**src/rtl/pmem_arbiter.sv**
```systemverilog
// rtl/pmem_arbiter.sv - I/D cache arbiter for the shared physical-memory port
// Optional build macro PMEM_ARB_STATS_EN adds saturating grant/conflict counters.
module pmem_arbiter #(
  parameter int ADDR_W       = 16,
  parameter int LINE_W       = 128,
  parameter int MAX_D_STREAK = 4
) (
  input  logic              clk,
  input  logic              rst_n,
  input  logic              icache_read,
  input  logic [ADDR_W-1:0] icache_address,
  output logic [LINE_W-1:0] icache_rdata,
  output logic              icache_resp,
  input  logic              dcache_read,
  input  logic              dcache_write,
  input  logic [ADDR_W-1:0] dcache_address,
  input  logic [LINE_W-1:0] dcache_wdata,
  output logic [LINE_W-1:0] dcache_rdata,
  output logic              dcache_resp,
  output logic              pmem_read,
  output logic              pmem_write,
  output logic [ADDR_W-1:0] pmem_address,
  output logic [LINE_W-1:0] pmem_wdata,
  input  logic [LINE_W-1:0] pmem_rdata,
  input  logic              pmem_resp
`ifdef PMEM_ARB_STATS_EN
  ,
  output logic [15:0]       stat_i_grants,
  output logic [15:0]       stat_d_grants,
  output logic [15:0]       stat_conflicts
`endif
);

  typedef enum logic [1:0] {IDLE, SERVE_I, SERVE_D, TURN} state_t;

  localparam logic [3:0] MAX_STREAK = 4'(MAX_D_STREAK);

  state_t     state;
  logic [3:0] d_streak;
  logic       i_pend;
  logic       d_pend;
  logic       grant_i;
  logic       grant_d;

  assign i_pend = icache_read;
  assign d_pend = dcache_read | dcache_write;

  // D wins unless it has already taken MAX_STREAK grants in a row while I waited.
  always_comb begin
    grant_i = 1'b0;
    grant_d = 1'b0;
    if (state == IDLE) begin
      if (d_pend && (!i_pend || (d_streak < MAX_STREAK)))
        grant_d = 1'b1;
      else if (i_pend)
        grant_i = 1'b1;
    end
  end

  always_ff @(posedge clk or negedge rst_n) begin
    if (!rst_n) begin
      state    <= IDLE;
      d_streak <= 4'd0;
    end else begin
      case (state)
        IDLE: begin
          if (grant_d) begin
            state    <= SERVE_D;
            d_streak <= i_pend ? (d_streak + 4'd1) : 4'd0;
          end else if (grant_i) begin
            state    <= SERVE_I;
            d_streak <= 4'd0;
          end
        end
        SERVE_I, SERVE_D: begin
          if (pmem_resp)
            state <= TURN;
        end
        TURN:    state <= IDLE;
        default: state <= IDLE;
      endcase
    end
  end

  // The granted requester sees memory directly; everything else is held at zero.
  always_comb begin
    pmem_read    = 1'b0;
    pmem_write   = 1'b0;
    pmem_address = '0;
    pmem_wdata   = '0;
    icache_rdata = '0;
    icache_resp  = 1'b0;
    dcache_rdata = '0;
    dcache_resp  = 1'b0;
    case (state)
      SERVE_I: begin
        pmem_read    = 1'b1;
        pmem_address = icache_address;
        icache_rdata = pmem_rdata;
        icache_resp  = pmem_resp;
      end
      SERVE_D: begin
        pmem_read    = dcache_read & ~dcache_write;
        pmem_write   = dcache_write;
        pmem_address = dcache_address;
        pmem_wdata   = dcache_wdata;
        dcache_rdata = pmem_rdata;
        dcache_resp  = pmem_resp;
      end
      default: ;
    endcase
  end

`ifdef PMEM_ARB_STATS_EN
  always_ff @(posedge clk or negedge rst_n) begin
    if (!rst_n) begin
      stat_i_grants  <= 16'd0;
      stat_d_grants  <= 16'd0;
      stat_conflicts <= 16'd0;
    end else begin
      if (grant_i && (stat_i_grants != 16'hFFFF))
        stat_i_grants <= stat_i_grants + 16'd1;
      if (grant_d && (stat_d_grants != 16'hFFFF))
        stat_d_grants <= stat_d_grants + 16'd1;
      if ((state == IDLE) && i_pend && d_pend && (stat_conflicts != 16'hFFFF))
        stat_conflicts <= stat_conflicts + 16'd1;
    end
  end
`endif

endmodule

```
**config.mk**
```make
export PLATFORM = sky130hd
export DESIGN_NAME = pmem_arbiter
export DESIGN_NICKNAME = d
export VERILOG_FILES = /design/src/rtl/pmem_arbiter.sv
export SDC_FILE = /design/constraint.sdc
export NUM_CORES = 1
export LEC_CHECK = 0
export CORE_AREA = 2 2 268 270
export CTS_BUF_LIST = sky130_fd_sc_hd__clkbuf_16
export DETAILED_ROUTE_END_ITERATION = 16
export DIE_AREA = 0 0 270 272
export HOLD_SLACK_MARGIN = 0.15
export PLACE_DENSITY = 0.38
export SKIP_CTS_REPAIR_TIMING = 1
export SLEW_MARGIN = 20
export SYNTH_ARGS = -nofsm -noshare
export SYNTH_HDL_FRONTEND = slang
export SYNTH_SLANG_ARGS = --single-unit
```
**constraint.sdc**
```tcl
create_clock -name clk -period 2.1 [get_ports clk]
set_input_delay 0.21 -clock clk [delete_from_list [all_inputs] [get_ports clk]]
set_output_delay 0.21 -clock clk [all_outputs]
set_load 0.005 [all_outputs]
```
# == Yosys cells after proc, flatten, opt, wreduce, memory -nomap -nowiden ==
# Cells that the tools add are included.
# word_totals
ff_bits,6
in_bits,294
wordCells,40
# classes
addsub,1
magnitude_cmp,1
eq_ne,5
n_mux,20
n_bitwise,3
n_reduce_logical,8
# ops
operator,n
128-bit two-way mux,3
16-bit case mux with 2 select lines,1
4-bit two-way mux,3
1-bit two-way mux,8
2-bit two-way mux,3
2-bit case mux with 3 select lines,1
4-bit by 1-bit adder with 4-bit output (second input constant),1
2-bit == test (second input constant),2
4-bit by 3-bit < comparator with 1-bit output (second input constant),1
2-bit AND reduction,2
3-bit inequality test (second input constant),1
2-bit by 1-bit == test with 1-bit output (second input constant),1
2-bit logical NOT,1
2-bit inequality test (second input constant),1
1-bit case mux with 2 select lines,1
2-bit nonzero test,1
2-bit OR reduction,1
1-bit AND,1
1-bit logical AND,1
1-bit logical NOT,1
1-bit logical OR,1
1-bit inverter,1
1-bit OR,1

# == Depth between registers and ports, before layout ==
# logic_depth
depth_word,8
ltp_mapped,6
depth_no_buf,5

# == Worst setup path after synthesis ==
# Ideal clock, no wire load.
# synth_path
kind,register -> output
start,reg state[0]
end,out pmem_address[12]
arrival_time_ns,1.391
t_required_ns,1.890
path_slack_ns,0.499
stages_incl_launch_ff,6
path_buffers,2
path_cell_list,dfrtp_1 -> inv_1 -> ha_1 -> clkbuf_1 -> clkbuf_1 -> nor2b_1
# synth_between
elab_chain_cells,2
word_cells_on_any_way,3
# synth_rtl
element,line,text
"start, declared",38,state_t state;
"start signal, assigned",62,state <= IDLE;
"start signal, assigned",68,state <= SERVE_D;
"start signal, assigned",71,state <= SERVE_I;
2-bit == test or 2-bit by 1-bit == test with 1-bit output (tied branches),95,case (state)
16-bit case mux with 2 select lines *,95,
"end, declared",22,"output logic [ADDR_W-1:0] pmem_address,"
# Every way passes the cells marked *; elsewhere a longest branch is shown, timed or not.

# == Final worst setup path ==
# layout_path
start,reg state[1]
end,out icache_rdata[12]
# layout_between
elab_chain_cells,2
# layout_rtl
element,line,text
2-bit by 1-bit == test with 1-bit output,95,
128-bit two-way mux,95,
"end, declared",12,"output logic [LINE_W-1:0] icache_rdata,"
# Every way passes these cells.

==> results_dict.tcl <==
set metrics [dict create \
    status "finished, violations left" \
    violations "setup timing" \
    dp_hpwl_um 31100 \
    design_area_um2 13100 \
    cp_slowest_cell "clkdlybuf4s50_1" \
    synth_cells 510 \
    max-vdd-ir-drop_mv 0.380 \
    leakage_uw 0.00807 \
    die-area_um2 73400 \
    regArea_um2 151 \
    grt_pass1_wl_um 47100 \
    post-route-period-util_pct 107 \
    vias 6400 \
    synthesis.nets 808 \
    start_kind "flop" \
    path_clk_slew_ns 0.04 \
    grt_max_degree 54 \
    num_rows 98 \
    routabilityCongestion 0.914 \
    syn_area_um2 3230 \
    fp.coreArea_um2 70800 \
    crit_family "buffers and inverters" \
    htree_levels 1 \
    io_pins 698 \
    synth_edf_count 0 \
    viasPerCell 2.92 \
    n_fill_cell 7904 \
    multi_input_area_um2 2930 \
    maxCapViolations 0 \
    route.detailed.drc 0 \
    wl_per_cell_um 18.4 \
    arrival_ns 2.03 \
    setup_violations 152 \
    first_iter_violations 174 \
    layout_commonest_cell "clkdlybuf4s50_1" \
    fin_util_pct 18.5 \
    slew_headroom_pct 69.3 \
    worstMarginPinSlew_ns 0.456 \
    max_stage_delay_ns 0.49 \
    yosys.area_share.simple_pct 81.3 \
    first_pass_iters 4 \
    slew_viol_final 0 \
    async_flop_share_pct 100 \
    grt_remaining_overflow 0 \
    synth_fa_ha_area_share_pct 1.55 \
    die_h_um 272 \
    cts-root-buf "clkbuf_16" \
    critPathMaxFanout 9 \
    cts_buffers 3 \
    layout-drive-gt1-share_pct 7.69 \
    clkSinkCount 6 \
    cts_tree "yes" \
    synth_top_family_by_area "simple AND/OR/NAND/NOR gates" \
    crit_chain "inv_2 > ha_4 > buf_12 > buf_4 > clkbuf_16 > and2_1 > clkdlybuf4s50_1" \
    min_period_ns 2.24 \
    synth_compound_area_share_pct 6.17 \
    crit_type "reg2out" \
    synthFlopType "dfrtp_1" \
    ys_ff_latch 6 \
    yosys_warnings 0 \
    max_freq_mhz 447 \
    antenna_left 0 \
    rsz0062_at_grt "yes" \
    synth_top_area_share_pct 75.6 \
    initial_core_util_pct 4.56 \
    grt.total_usage_pct 8.81 \
    die_width_um 270 \
    clock_latency_ns 0.23 \
    syn2layout_area_growth_pct 305 \
    cts_buffer_depth 2 \
    final_cell_mix "clkdlybuf4s50_1 (477), and2_1 (379), dlymetal6s2s_1 (220)" \
    hold_viol_final 0 \
    worst_slack_ns -0.138 \
    wirelength_um 40300 \
    synth_cell_types 26 \
    endpoint_kind "output pin" \
    yosys-top-cells-area "and2_1 (76%), clkbuf_1 (5.1%), dfrtp_1 (4.7%), a22oi_1 (4.0%), nor2b_1 (3.1%)" \
    synth_xor_area_share_pct 0 \
    yosysTopAreaCell "and2_1" \
    port_buffers 697 \
    final_nets 1535 \
    clock_skew_ns 0.00396 \
    hold_path.class "in2async" \
    path_buf_inv 5 \
    yosysSeqAreaShare_pct 4.65 \
    power_density_nw_per_um2 901 \
    grt_pass1_vias 6298 \
    synth.area.mux_share_pct 0 \
    antenna_found_initial 26 \
    avgSynthCellArea_um2 6.33 \
    post_dp_cell_area_um2 11600 \
    required_ns 1.89 \
]
[registers in the layout, indices dropped and copies added (netlist names)]
| register | flops |
|---|---|
| d_streak | 4 |
| state | 2 |
[synthesized netlist by cell type, drive strengths merged (4+ instances only)]
cell and count:
buf 6, nand2 5, a22oi 17, and2 390, nor2b 16, dfrtp 6, ha 4, clkbuf 44
[metal layers]
layer | wire [um] | part of all wire [%] | up-vias | GRT usage (%)
li1 | - | - | 3039 | -
met1 | 15800 | 39 | 2876 | 9.52
met2 | 19500 | 48 | 405 | 15.7
met3 | 4330 | 11 | 50 | 4.13
met4 | 568 | 1.4 | 30 | 1.78
met5 | 181 | 0.45 | - | 0
[stage by stage]
stage	std cells	power (uW)	setup TNS, ns	hold WS [ns]	worst slack [ns]
final	2194	11800	-7.14	0.231	-0.138
after detailed placement	2144	9830	-0.159	0.481	-0.0303
after floorplan	510	3140	0	-0.0856	0.499
after CTS	2147	10200	-43.16	0.244	-0.287
after global placement	2144	9930	-0.133	0.475	-0.0260
after global routing	2186	12700	-20.66	0.259	-0.196
[report_power, final]
group,leakage [uW],switching (uW),internal [uW]
registers,0.0000775,32.0,153
clock network,0.0000370,73.2,245
logic,0.00795,4350,6930
[worst register-to-register path: stages (launching register included)]
cell and delay, ns:
dfrtp_2 0.40, inv_2 0.07, ha_1 0.34, buf_12 0.18, nand3_1 0.08, a21oi_1 0.04
or4_1 0.50
[final timing paths]
check | depth (start not counted) | slack [ns] | endpoint | from
setup reg to reg | 6 | 0.36 | state[0] | state[1]
max in group asynchronous | 1 | 1.62 | state[1] | rst_n
setup / recovery | 7 | -0.14 | icache_rdata[12] | state[1]
hold / removal | 1 | 0.23 | d_streak[2] | rst_n
min in group clk | 1 | 0.49 | d_streak[3] | d_streak[3]
hold reg to reg | 1 | 0.49 | d_streak[3] | d_streak[3]
[area by class of cell]
cell class              instances  share of cell area [%]
flip-flops and latches          6                    1.16
multi-input cells             452                    22.4
well taps                     950                    9.08
repair buffers                772                    66.6
clock buffers                   3                   0.574
inverters                       2                  0.0574
diodes                          9                   0.172
[cells by family (layout without fill, tap and decap cells)]
kind of cell | after synthesis | count (layout)
other | 0 | 9
buffers and inverters | 52 | 777
DFF | 6 | 6
and+or+nand+nor | 421 | 421
AOI/OAI and AO/OA | 27 | 27
adders and majority gates | 4 | 4
Power figures use the tool's default switching activity.
